==> src/rtl/sys_pll_clkgen_if.sv <==
// rtl/sys_pll_clkgen_if.sv - control and clock-output bundle of the behavioural PLL
interface sys_pll_clkgen_if #(
  parameter int CHAN_NUM  = 2,
  parameter int DIV_WIDTH = 8
);
  logic                          i_pd;
  logic                          i_div_upd;
  logic [CHAN_NUM*DIV_WIDTH-1:0] i_div;
  logic                          o_locked;
  logic [CHAN_NUM-1:0]           o_clk_en;
  logic [CHAN_NUM-1:0]           o_clk_div;

  modport master (
    output i_pd, i_div_upd, i_div,
    input  o_locked, o_clk_en, o_clk_div
  );

  modport slave (
    input  i_pd, i_div_upd, i_div,
    output o_locked, o_clk_en, o_clk_div
  );
endinterface

==> src/rtl/sys_pll_clkgen.sv <==
// rtl/sys_pll_clkgen.sv - behavioural PLL: lock sequencing and per-channel clock-enable/divided-clock generation
module sys_pll_clkgen #(
  parameter int CHAN_NUM    = 2,
  parameter int DIV_WIDTH   = 8,
  parameter int LOCK_CYCLES = 16
) (
  input logic             i_clk,
  input logic             i_nrst,
  sys_pll_clkgen_if.slave bus
);
  localparam int LCW = $clog2(LOCK_CYCLES + 1);

  typedef enum logic [1:0] {
    ST_PD,
    ST_LOCKING,
    ST_LOCKED
  } state_t;

  state_t               state;
  state_t               state_n;
  logic [LCW-1:0]       lock_cnt;
  logic                 lock_done;
  logic                 locked;
  logic [DIV_WIDTH-1:0] div_r [CHAN_NUM];
  logic [DIV_WIDTH-1:0] cnt   [CHAN_NUM];
  logic [CHAN_NUM-1:0]  clk_en;
  logic [CHAN_NUM-1:0]  clk_div;

  assign lock_done = (lock_cnt == LCW'(LOCK_CYCLES - 1));

  always_ff @(posedge i_clk or negedge i_nrst) begin
    if (!i_nrst) begin
      state <= ST_LOCKING;
    end else begin
      state <= state_n;
    end
  end

  // Power-down overrides everything, including a same-cycle divisor update.
  always_comb begin
    state_n = state;
    if (bus.i_pd) begin
      state_n = ST_PD;
    end else begin
      case (state)
        ST_PD:      state_n = ST_LOCKING;
        ST_LOCKING: if (lock_done) state_n = ST_LOCKED;
        ST_LOCKED:  if (bus.i_div_upd) state_n = ST_LOCKING;
        default:    state_n = ST_LOCKING;
      endcase
    end
  end

  always_ff @(posedge i_clk or negedge i_nrst) begin
    if (!i_nrst) begin
      lock_cnt <= '0;
      locked   <= 1'b0;
      clk_div  <= '0;
      for (int k = 0; k < CHAN_NUM; k++) begin
        div_r[k] <= DIV_WIDTH'(1);
        cnt[k]   <= '0;
      end
    end else begin
      locked   <= (state_n == ST_LOCKED);
      lock_cnt <= (state == ST_LOCKING && state_n == ST_LOCKING) ? lock_cnt + 1'b1 : '0;
      for (int k = 0; k < CHAN_NUM; k++) begin
        // A zero divisor would make the wrap compare underflow, so it is stored as 1.
        if (state == ST_LOCKING) begin
          div_r[k] <= (bus.i_div[k*DIV_WIDTH +: DIV_WIDTH] == '0) ?
                      DIV_WIDTH'(1) : bus.i_div[k*DIV_WIDTH +: DIV_WIDTH];
        end
        if (state == ST_LOCKED && state_n == ST_LOCKED) begin
          cnt[k]     <= clk_en[k] ? '0 : cnt[k] + 1'b1;
          clk_div[k] <= clk_div[k] ^ clk_en[k];
        end else begin
          cnt[k]     <= '0;
          clk_div[k] <= 1'b0;
        end
      end
    end
  end

  always_comb begin
    clk_en = '0;
    for (int k = 0; k < CHAN_NUM; k++) begin
      clk_en[k] = locked && (cnt[k] == div_r[k] - DIV_WIDTH'(1));
    end
  end

  assign bus.o_locked  = locked;
  assign bus.o_clk_en  = clk_en;
  assign bus.o_clk_div = clk_div;
endmodule

==> src/flat_wrapper.sv <==
// flat-port wrapper written by rule: the top's interface ports become plain ports
module sys_pll_clkgen_flat 
#(
  parameter int CHAN_NUM    = 2,
  parameter int DIV_WIDTH   = 8,
  parameter int LOCK_CYCLES = 16
)
  (i_clk, i_nrst, bus_i_pd, bus_i_div_upd, bus_i_div, bus_o_locked, bus_o_clk_en, bus_o_clk_div);
  sys_pll_clkgen_if #(.CHAN_NUM(CHAN_NUM), .DIV_WIDTH(DIV_WIDTH)) bus_i ();
  input logic i_clk;
  input logic i_nrst;
  input wire logic [$bits(bus_i.i_pd)-1:0] bus_i_pd;
  input wire logic [$bits(bus_i.i_div_upd)-1:0] bus_i_div_upd;
  input wire logic [$bits(bus_i.i_div)-1:0] bus_i_div;
  output wire logic [$bits(bus_i.o_locked)-1:0] bus_o_locked;
  output wire logic [$bits(bus_i.o_clk_en)-1:0] bus_o_clk_en;
  output wire logic [$bits(bus_i.o_clk_div)-1:0] bus_o_clk_div;
  assign bus_i.i_pd = bus_i_pd;
  assign bus_i.i_div_upd = bus_i_div_upd;
  assign bus_i.i_div = bus_i_div;
  assign bus_o_locked = bus_i.o_locked;
  assign bus_o_clk_en = bus_i.o_clk_en;
  assign bus_o_clk_div = bus_i.o_clk_div;
  sys_pll_clkgen #(.CHAN_NUM(CHAN_NUM), .DIV_WIDTH(DIV_WIDTH), .LOCK_CYCLES(LOCK_CYCLES)) u_core (.i_clk(i_clk), .i_nrst(i_nrst), .bus(bus_i));
endmodule
==> config.mk <==
export PLATFORM = sky130hd
export DESIGN_NAME = sys_pll_clkgen_flat
export DESIGN_NICKNAME = d
export VERILOG_FILES = /design/src/rtl/sys_pll_clkgen_if.sv /design/src/rtl/sys_pll_clkgen.sv /design/src/flat_wrapper.sv
export SDC_FILE = /design/constraint.sdc
export NUM_CORES = 1
export LEC_CHECK = 0
export CAP_MARGIN = 20
export CORE_MARGIN = 4
export CORE_UTILIZATION = 45
export CTS_BUF_LIST = sky130_fd_sc_hd__clkbuf_4 sky130_fd_sc_hd__clkbuf_8 sky130_fd_sc_hd__clkbuf_16
export DETAILED_ROUTE_END_ITERATION = 6
export HOLD_SLACK_MARGIN = 0.02
export PLACE_DENSITY_LB_ADDON = 0.15
export REMOVE_ABC_BUFFERS = 1
export SLEW_MARGIN = 20
export SYNTH_ARGS = -nofsm -noshare
export SYNTH_HDL_FRONTEND = slang
export SYNTH_SLANG_ARGS = --single-unit
==> constraint.sdc <==
create_clock -name i_clk -period 2.1 [get_ports i_clk]
set_input_delay 0.21 -clock i_clk [delete_from_list [all_inputs] [get_ports i_clk]]
set_output_delay 0.21 -clock i_clk [all_outputs]
set_load 0.005 [all_outputs]
# Yosys cells after proc, flatten, opt, wreduce, memory -nomap -nowiden
# Index checks and enable logic that the tools add are counted.
# W data, S select, Z words.
# word_totals
regBits,42
inputBits,20
# classes
addsub,5
n_eq_ne,7
mux,13
n_bitwise,2
n_reduce_logical,6
# op_table
cell,n
$mux W8,6
$add A8 B1 Y8 const B,2
$eq A8 B8 Y1,2
$logic_not A8 Y1,2
$sub A8 B1 Y8 const B,2
$mux W2,3
$add A5 B1 Y5 const B,1
$eq A5 B4 Y1 const B,1
$mux W5,1
$eq A2 B1 Y1 const B,2
$eq A2 B2 Y1 const B,2
$logic_and A1 B1 Y1,4
$pmux W2 S2,1
$mux W1,2
$xor A1 B1 Y1,2

# Logic depth before layout (Yosys ltp)
# Gate-level depths: netlist of the first run.
# depth
depth_word,7
depth_mapped,9
depth_no_buf,8

# Worst setup path before layout of the first run
# Ideal clock, no wire load.
# synth_path
path_kind,register -> register
start,register u_core.div_r[0] (netlist bit)
end,register u_core.clk_div[1] (netlist: u_core.bus.o_clk_div[1])
setup_ns,0.079
arrival_ns,2.122
slack_ns,-0.102
stages_incl_launch_ff,8
n_path_buf,0
synth_period_minus_slack_ns,2.202
cell_sequence,dfstp_2 -> inv_1 -> ha_1 -> xor2_1 -> nand3_1 -> or4_4 -> a211oi_4 -> mux2i_1
# synth_between
elab_chain_cells,5
# synth_rtl
element,line_no,rtl
start: declaration,sys_pll_clkgen.sv:24,logic [DIV_WIDTH-1:0] div_r [CHAN_NUM];
start signal: indexed assignment,sys_pll_clkgen.sv:69,div_r[k] <= (bus.i_div[k*DIV_WIDTH +: DIV_WIDTH] == '0) ?
$sub A8 B1 Y8,sys_pll_clkgen.sv:86,clk_en[k] = locked && (cnt[k] == div_r[k] - DIV_WIDTH'(1));
$eq A8 B8 Y1,sys_pll_clkgen.sv:86,
$logic_and A1 B1 Y1,sys_pll_clkgen.sv:86,
named net bus_o_clk_en[1],flat_wrapper.sv:16,output wire logic [$bits(bus_i.o_clk_en)-1:0] bus_o_clk_en;
$xor A1 B1 Y1,sys_pll_clkgen.sv:74,clk_div[k] <= clk_div[k] ^ clk_en[k];
$mux W1,sys_pll_clkgen.sv:72,if (state == ST_LOCKED && state_n == ST_LOCKED) begin
end signal: indexed assignment,sys_pll_clkgen.sv:74,
end: declaration,sys_pll_clkgen.sv:27,logic [CHAN_NUM-1:0] clk_div;
# The timed path passes the listed nets, and every way through them passes these cells.
# A chain may end at the register's enable or synchronous reset.

# Final worst setup path of the first run
# layout_path
start,register u_core.div_r[0] (netlist bit)
end,output port bus_o_clk_en[1]
# layout_between
elab_chain_cells,3
# layout_rtl
element,line_no
$sub A8 B1 Y8,sys_pll_clkgen.sv:86
$eq A8 B8 Y1,sys_pll_clkgen.sv:86
$logic_and A1 B1 Y1,sys_pll_clkgen.sv:86
end: declaration,flat_wrapper.sv:16
# Every way passes these cells.

==> metrics.txt, run 1 <==
# TYPE chip_impl_metric gauge
chip_impl_metric{name="cts_htree_levels",unit=""} 2
chip_impl_info{name="highest-signal-layer",value="met4"} 1
chip_impl_metric{name="ff_latch_area",unit="sq um"} 1050
chip_impl_metric{name="fin_setup_tns",unit="ps"} -549
chip_impl_metric{name="numClockSinks",unit=""} 42
chip_impl_info{name="run_status",value="finished, violations left"} 1
chip_impl_metric{name="critical_path.max_fanout",unit=""} 3
chip_impl_metric{name="top_level_ports",unit=""} 25
chip_impl_metric{name="placementRows",unit=""} 26
chip_impl_info{name="synth_top_flop_cell",value="sky130_fd_sc_hd__dfrtp_1"} 1
chip_impl_metric{name="cap_violations",unit=""} 0
chip_impl_metric{name="core_area",unit="sq um"} 5070
chip_impl_info{name="critPathSlowestCell",value="sky130_fd_sc_hd__or4_4"} 1
chip_impl_metric{name="clockBufferDepth",unit=""} 2
chip_impl_info{name="worst_path_most_repeated_cell",value="sky130_fd_sc_hd__a211oi_4"} 1
chip_impl_metric{name="grt_start_max_net_pins",unit=""} 28
chip_impl_info{name="cts_tree",value="done"} 1
chip_impl_metric{name="place.port_buffers",unit=""} 24
chip_impl_metric{name="synth-async-reset-ratio",unit="%"} 100
chip_impl_metric{name="req_time_crit_path",unit="ps"} 1890
chip_impl_info{name="class_of_the_tightest_hold_or_removal_check",value="input pin to asynchronous set/reset pin"} 1
chip_impl_metric{name="netlist_area",unit="sq um"} 2350
chip_impl_metric{name="yosysUniqueCellTypes",unit=""} 45
chip_impl_info{name="worstSetupStartpoint",value="u_core.div_r[0]"} 1
chip_impl_info{name="critical_path.startpoint_type",value="register"} 1
chip_impl_metric{name="drt-initial-drc-count",unit=""} 34
chip_impl_metric{name="fin_skew",unit="ps"} 6.64
chip_impl_metric{name="routed_wirelength",unit="mm"} 5.11
chip_impl_info{name="clock-root-buffer",value="sky130_fd_sc_hd__clkbuf_8"} 1
chip_impl_metric{name="reg2reg_setup_slack",unit="ps"} -90
chip_impl_metric{name="synth_sequential_area_ratio",unit="%"} 44.8
chip_impl_metric{name="post-route-min-period",unit="ps"} 2330
chip_impl_metric{name="period_share",unit="%"} 111
chip_impl_metric{name="wl_met1",unit="mm"} 2.39
chip_impl_metric{name="vdd_ir_drop_max",unit="mV"} 0.376
chip_impl_metric{name="detailedPlace.worstSlack",unit="ps"} -391
chip_impl_metric{name="number_of_flops_mapped_to_enable_cells_by_yosys",unit=""} 0
chip_impl_metric{name="post_route_cells_drive_above_1_share",unit="%"} 31.8
chip_impl_metric{name="wl_per_cell",unit="um"} 14.5
chip_impl_info{name="synth_largest_area_cell",value="sky130_fd_sc_hd__dfrtp_1"} 1
chip_impl_metric{name="route.antenna.remaining_nets",unit=""} 0
chip_impl_metric{name="power.total",unit="mW"} 1.92
chip_impl_metric{name="worstSkewPairLatency",unit="ps"} 290
chip_impl_metric{name="worst-r2r-cell-count",unit=""} 8
chip_impl_metric{name="vias",unit=""} 1806
chip_impl_metric{name="hpwl_after_detailed_placement",unit="mm"} 3.73
chip_impl_info{name="crit_type",value="register to output port"} 1
chip_impl_metric{name="postSynthAreaPerCell",unit="sq um"} 10.7
chip_impl_metric{name="p_leak",unit="nW"} 1.29
chip_impl_metric{name="netlist.area_leader.share",unit="%"} 41.5
chip_impl_metric{name="setup_viol_count_final",unit=""} 10
chip_impl_metric{name="gp_congestion",unit=""} 0.785
chip_impl_info{name="regToRegEndpoint",value="u_core.bus.o_clk_div[1]"} 1
chip_impl_metric{name="groute.usage.overall",unit="%"} 17.3
chip_impl_metric{name="wl_met3",unit="um"} 269
chip_impl_metric{name="critical_path_arrival",unit="ps"} 2120
chip_impl_metric{name="floorplan.initialDensity",unit="%"} 46.4
chip_impl_metric{name="syn_inst",unit=""} 220
chip_impl_metric{name="relSlewSlack",unit="%"} 58.8
chip_impl_metric{name="report.final.slew_viol_count",unit=""} 0
chip_impl_metric{name="max_slew.worst_pin.slew",unit="ps"} 617
chip_impl_info{name="grt_setup_unrepaired",value="yes"} 1
chip_impl_metric{name="first_global_vias",unit=""} 1828
chip_impl_info{name="end_kind",value="output port"} 1
chip_impl_metric{name="maxClockFrequency",unit="MHz"} 430
chip_impl_metric{name="routed_via_density",unit=""} 5.12
chip_impl_info{name="yosysMostFrequentCell",value="sky130_fd_sc_hd__dfrtp_1"} 1
chip_impl_metric{name="holdWs",unit="ps"} 456
chip_impl_metric{name="fillers",unit=""} 441
chip_impl_info{name="crit_chain",value="buf_4 -> or4_4 -> o221a_2 -> a211oi_4 -> a211oi_4 -> buf_2"} 1
chip_impl_metric{name="numCtsBuffers",unit=""} 5
chip_impl_metric{name="final_net_count",unit=""} 310
chip_impl_metric{name="clkSlewWorstSetupHoldPaths",unit="ps"} 80
chip_impl_info{name="setup.worst_path.end",value="bus_o_clk_en[1]"} 1
chip_impl_metric{name="gr-total-overflow",unit=""} 0
chip_impl_metric{name="die_area",unit="sq um"} 6450
chip_impl_metric{name="postSynthRegisterBits",unit=""} 42
chip_impl_metric{name="final.setup.worst_slack",unit="ps"} -226
chip_impl_metric{name="critPathMaxStageDelay",unit="ps"} 580
chip_impl_metric{name="grt_antenna_before_repair",unit=""} 0
chip_impl_metric{name="grt_first_pass_wirelength",unit="mm"} 8.54
chip_impl_info{name="violated_checks",value="setup timing"} 1
chip_impl_metric{name="floorplan.die.width",unit="um"} 80.3
chip_impl_metric{name="die_h",unit="um"} 80.3
chip_impl_metric{name="multi_input_comb_area",unit="sq um"} 1350
chip_impl_metric{name="antenna_cells_inserted",unit=""} 0
chip_impl_metric{name="first_pass_iters",unit=""} 4
chip_impl_metric{name="stdcell_area",unit="sq um"} 3130
chip_impl_info{name="rr_startpoint",value="u_core.div_r[0]"} 1
chip_impl_metric{name="hold_viol_final",unit=""} 0
chip_impl_metric{name="power.density_cell_area",unit="nW/um^2"} 613
chip_impl_metric{name="syn_to_final_growth",unit="%"} 33.0
chip_impl_metric{name="route.detailed.drc",unit=""} 0
chip_impl_info{name="most_numerous_cell_types_in_the_synthesized_netlist",value="39 x sky130_fd_sc_hd__dfrtp_1, 18 x sky130_fd_sc_hd__nor3_1, 17 x sky130_fd_sc_hd__xnor2_1, 16 x sky130_fd_sc_hd__xor2_1"} 1
chip_impl_info{name="post_synth_main_area_contributors",value="sky130_fd_sc_hd__dfrtp_1 41%, sky130_fd_sc_hd__xnor2_1 6.3%, sky130_fd_sc_hd__xor2_1 6.0%, sky130_fd_sc_hd__mux2_2 5.7%, sky130_fd_sc_hd__ha_1 4.3%"} 1
chip_impl_metric{name="post_dp_cell_area",unit="sq um"} 2910
chip_impl_metric{name="wl_met2",unit="mm"} 2.40
chip_impl_metric{name="synth-warning-count",unit=""} 0
-- area by class of cell --
cell class / count / share of cell area (%)
sequential: 42 / 33.7
clock inverter: 2 / 0.400
clock buffer: 6 / 2.64
multi-input combinational: 164 / 43.2
tap: 70 / 2.80
inverter: 8 / 0.960
timing repair buffer: 61 / 16.3
-- critical path: cells and delay by family, from the launching register on --
kind	cells	cell delay [ps]
AND/OR/NAND/NOR	1	580
flip-flops	1	380
AO/OA/AOI/OAI	3	600
buffers and inverters	2	260
-- flip-flops by register name, summed over array words and instances (netlist names) --
name and flops:
u_core.bus.o_locked 1, u_core.lock_cnt 5, u_core.cnt 16, u_core.bus.o_clk_div 2, u_core.div_r 16, u_core.state 2
-- cell usage in the layout (no fill, tap or decap), drive strengths merged, types with 2 or more instances in the layout --
master	netlist	layout
xnor2	17	17
nor2b	2	2
inv	8	8
mux2i	2	2
nor3	18	18
mux2	12	12
dfrtp	39	39
nand3	12	12
and4b	2	2
clkdlybuf4s50	0	21
or4	4	4
a21oi	3	3
clkbuf	3	6
dfstp	3	3
nor2	11	11
nand2	9	9
buf	3	39
nand3b	3	3
nor3b	3	3
o21ai	9	9
ha	8	8
nand2b	4	4
a211oi	5	5
and3	6	6
xor2	16	16
nor4	4	4
-- where the power goes --
part | leakage [nW] | switching (mW) | internal (mW)
Combinational | 0.699 | 0.211 | 0.252
Clock | 0.0472 | 0.280 | 0.264
Sequential | 0.546 | 0.0453 | 0.865
-- kinds of logic (layout without fill, tap and decap cells) --
kind of cell / after synthesis / count (layout) / share of synthesized area [%]
and+or+nand+nor: 83 / 83 / 20.0
DFF: 42 / 42 / 44.8
xor gates and xnor gates: 33 / 33 / 12.3
AOI/OAI and AO/OA: 26 / 26 / 9.73
muxes: 14 / 14 / 6.59
buffers and inverters: 14 / 77 / 2.34
adders and majority gates: 8 / 8 / 4.25
-- worst min path at each step --
| stage | slack, ps | start | to |
|---|---|---|---|
| global placement | 260 | i_nrst | u_core.div_r[14] |
| floorplan | -90 | i_nrst | u_core.bus.o_clk_div[0] |
| CTS | 470 | i_nrst | u_core.div_r[14] |
| detailed placement | 260 | i_nrst | u_core.div_r[14] |
| global route | 500 | u_core.lock_cnt[0] | u_core.lock_cnt[0] |
| finish | 460 | i_nrst | u_core.div_r[14] |
-- stage by stage --
step	cells	util [%]
after detailed placement	342	57.3
after global placement	342	57.3
final	353	61.7
after floorplan	214	-
after CTS	352	60.8
after global routing	353	61.7
-- what timing repair did --
action / 4_1_cts / 5_1_grt
endpoints found under the setup margin: 20 / 21
endpoints found under the hold margin: 23 / 0
gates resized for setup: 24 / 9
hold buffers: 1 / 0
pin swaps: 10 / 6
setup buffers: 2 / 2
-- per-layer routing --
metal,vias up,global-route usage [%]
met4,0,4.56
met2,36,27.1
met1,859,23.9
li1,906,-
met5,-,0
met3,5,4.26
Power figures use the tool's default switching activity.
==> run 2, diff against run 1 <==
--- a/config.mk
+++ b/config.mk
@@ -9,6 +9,7 @@
 export CORE_MARGIN = 4
 export CORE_UTILIZATION = 45
 export CTS_BUF_LIST = sky130_fd_sc_hd__clkbuf_4 sky130_fd_sc_hd__clkbuf_8 sky130_fd_sc_hd__clkbuf_16
+export CTS_CLUSTER_SIZE = 28
 export DETAILED_ROUTE_END_ITERATION = 6
 export HOLD_SLACK_MARGIN = 0.02
 export PLACE_DENSITY_LB_ADDON = 0.15
==> results of run 2 <==
Final layout, timing and power as in run 1 (identical DEF).
==> run 3, diff against run 2 <==
--- a/config.mk
+++ b/config.mk
@@ -14,6 +14,7 @@
 export HOLD_SLACK_MARGIN = 0.02
 export PLACE_DENSITY_LB_ADDON = 0.15
 export REMOVE_ABC_BUFFERS = 1
+export SKIP_LAST_GASP = 1
 export SLEW_MARGIN = 20
 export SYNTH_ARGS = -nofsm -noshare
 export SYNTH_HDL_FRONTEND = slang
==> constraint.sdc (replaced) <==
create_clock -name i_clk -period 2.86 [get_ports i_clk]
set_input_delay 0.286 -clock i_clk [delete_from_list [all_inputs] [get_ports i_clk]]
set_output_delay 0.286 -clock i_clk [all_outputs]
set_load 0.005 [all_outputs]
==> run 3 against run 2 <==
Effect of this change: the flow now finishes without violations; sequential share of layout area increased by 4.2 points; worst setup slack improved by 440 ps; clock power decreased by 27%; wire length decreased by 12%; sequential cell count unchanged; clock skew decreased by 1.3 ps; hold slack got worse by 330 ps.
==> metrics.txt, run 3 (same netlist as run 1, synthesis figures left out) <==
# TYPE chip_impl_metric gauge
chip_impl_metric{name="grt_antenna_before_repair",unit=""} 0
chip_impl_metric{name="post_dp_cell_area",unit="sq um"} 2680
chip_impl_metric{name="worstSkewPairLatency",unit="ps"} 290
chip_impl_metric{name="gp_congestion",unit=""} 0.785
chip_impl_metric{name="post_layout_nonfiller_instances",unit=""} 320
chip_impl_metric{name="syn_to_final_growth",unit="%"} 18.3
chip_impl_metric{name="grt_start_max_net_pins",unit=""} 43
chip_impl_metric{name="numCtsBuffers",unit=""} 5
chip_impl_info{name="layout_commonest_cell",value="sky130_fd_sc_hd__dfrtp_1"} 1
chip_impl_info{name="grt_setup_unrepaired",value="no"} 1
chip_impl_metric{name="groute.usage.overall",unit="%"} 15.7
chip_impl_info{name="critical_path.startpoint_type",value="register"} 1
chip_impl_metric{name="fin_skew",unit="ps"} 5.35
chip_impl_metric{name="postCtsHoldBufs",unit=""} 0
chip_impl_metric{name="holdWs",unit="ps"} 127
chip_impl_metric{name="finish.utilization",unit="%"} 54.9
chip_impl_metric{name="req_time_crit_path",unit="ps"} 2570
chip_impl_metric{name="max_slew.worst_pin.slew",unit="ps"} 921
chip_impl_metric{name="vdd_ir_drop_max",unit="mV"} 0.335
chip_impl_metric{name="stdcell_area",unit="sq um"} 2790
chip_impl_metric{name="post_route_cells_drive_above_1_share",unit="%"} 16.4
chip_impl_metric{name="die_area",unit="sq um"} 6450
chip_impl_metric{name="first_pass_iters",unit=""} 4
chip_impl_metric{name="critical_path.max_fanout",unit=""} 4
chip_impl_metric{name="grt_first_pass_wirelength",unit="mm"} 7.75
chip_impl_metric{name="cts_htree_levels",unit=""} 2
chip_impl_metric{name="fin_setup_tns",unit="ps"} 0
chip_impl_metric{name="antenna_cells_inserted",unit=""} 0
chip_impl_info{name="crit_type",value="register to output port"} 1
chip_impl_metric{name="clockBufferDepth",unit=""} 2
chip_impl_info{name="layout.cells.most_common_list",value="39 x sky130_fd_sc_hd__dfrtp_1, 21 x sky130_fd_sc_hd__clkdlybuf4s50_1, 18 x sky130_fd_sc_hd__nor3_1, 17 x sky130_fd_sc_hd__xnor2_1, 16 x sky130_fd_sc_hd__xor2_1"} 1
chip_impl_metric{name="route.detailed.drc",unit=""} 0
chip_impl_metric{name="routed_via_density",unit=""} 5.23
chip_impl_info{name="run_status",value="finished, final reports clean"} 1
chip_impl_metric{name="vias",unit=""} 1672
chip_impl_info{name="clock-root-buffer",value="sky130_fd_sc_hd__clkbuf_8"} 1
chip_impl_metric{name="wl_per_cell",unit="um"} 14.1
chip_impl_metric{name="die_h",unit="um"} 80.3
chip_impl_metric{name="hpwl_after_detailed_placement",unit="mm"} 3.37
chip_impl_metric{name="clkSlewWorstSetupHoldPaths",unit="ps"} 80
chip_impl_metric{name="final_net_count",unit=""} 277
chip_impl_metric{name="maxClockFrequency",unit="MHz"} 378
chip_impl_metric{name="power.density_cell_area",unit="nW/um^2"} 475
chip_impl_metric{name="floorplan.initialDensity",unit="%"} 46.4
chip_impl_metric{name="setup_viol_count_final",unit=""} 0
chip_impl_metric{name="relSlewSlack",unit="%"} 38.6
chip_impl_info{name="cts_tree",value="done"} 1
chip_impl_metric{name="top_level_ports",unit=""} 25
chip_impl_metric{name="report.final.slew_viol_count",unit=""} 0
chip_impl_metric{name="hold_viol_final",unit=""} 0
chip_impl_metric{name="core_area",unit="sq um"} 5070
chip_impl_metric{name="critical_path_arrival",unit="ps"} 2360
chip_impl_metric{name="post-route-min-period",unit="ps"} 2650
chip_impl_info{name="end_kind",value="output port"} 1
chip_impl_metric{name="gr-total-overflow",unit=""} 0
chip_impl_metric{name="period_share",unit="%"} 92.6
chip_impl_metric{name="cap_violations",unit=""} 0
chip_impl_metric{name="p_leak",unit="nW"} 1.14
chip_impl_metric{name="placementRows",unit=""} 26
chip_impl_info{name="class_of_the_tightest_hold_or_removal_check",value="input pin to asynchronous set/reset pin"} 1
chip_impl_metric{name="drt-initial-drc-count",unit=""} 47
chip_impl_metric{name="place.port_buffers",unit=""} 24
chip_impl_metric{name="first_global_vias",unit=""} 1595
chip_impl_metric{name="floorplan.die.width",unit="um"} 80.3
chip_impl_metric{name="place.detailed.instances",unit=""} 312
chip_impl_metric{name="routed_wirelength",unit="mm"} 4.51
chip_impl_metric{name="numClockSinks",unit=""} 42
chip_impl_metric{name="route.antenna.remaining_nets",unit=""} 0
chip_impl_info{name="reg_top3",value="u_core.cnt: 16 flops, u_core.div_r: 16 flops, u_core.lock_cnt: 5 flops"} 1
run 3: cell count changes in the layout (fill, tap and decap cells not counted), sizes merged:
cell / change
clkinvlp: -1
dlygate4sd2: +1
dlygate4sd3: -1
buf: -34
dlymetal6s2s: +1
clkbuf: +1
run 3: path summary, 6_finish.rpt:
check	start	endpoint	slack [ps]	cells past startpoint
worst min register to register	u_core.lock_cnt[0]	u_core.lock_cnt[0]	460	1
worst max-delay path	u_core.div_r[0]	bus_o_clk_en[1]	210	7
worst max register to register	u_core.state[0]	u_core.cnt[7]	430	5
min in group i_clk	u_core.lock_cnt[0]	u_core.lock_cnt[0]	460	1
worst min-delay path	i_nrst	u_core.div_r[14]	130	1
max in group asynchronous	i_nrst	u_core.bus.o_clk_div[1]	2150	1
run 3: power by group:
group          switching [mW]  total (mW)  internal (mW)
registers              0.0524       0.688          0.636
logic                   0.109       0.235          0.126
clock network           0.194       0.399          0.204
total                   0.356        1.32          0.966
run 3: per-layer routing:
layer	vias up	GRT usage, %	part of all wire [%]
met5	-	0	0
met4	0	5.07	0.75
met3	6	3.92	3.5
met2	25	23.6	45
met1	803	22.0	51
li1	838	-	-
run 3: what timing repair did:
item,CTS,global route
resized for setup,3,2
buffers inserted,0,0
setup endpoints to repair,2,1
pin swaps,0,1
run 3: through the flow:
| step | power (mW) | setup WS [ps] |
|---|---|---|
| final | 1.32 | 213 |
| after global routing | 1.40 | 69.2 |
| after CTS | 1.34 | 46.6 |
| after detailed placement | 0.934 | 242 |
| after global placement | 0.931 | 271 |
| after floorplan | 0.850 | 436 |
run 3: critical path, stage by stage, from the launching register on:
cell and delay, ps:
sky130_fd_sc_hd__dfstp_2 570, sky130_fd_sc_hd__inv_1 60, sky130_fd_sc_hd__ha_1 300, sky130_fd_sc_hd__xor2_1 130
sky130_fd_sc_hd__nand3_1 90, sky130_fd_sc_hd__or4_4 500, sky130_fd_sc_hd__a211oi_4 170, sky130_fd_sc_hd__dlygate4sd2_1 260
run 3: cell type report:
class                           count  area [sq um]
Fill cell                         455          2290
Clock buffer                        7          90.1
Clock inverter                      1          5.00
Timing Repair Buffer               28           267
Sequential cell                    42          1050
Inverter                            8          30.0
Tap cell                           70          87.6
Multi-Input combinational cell    164          1250
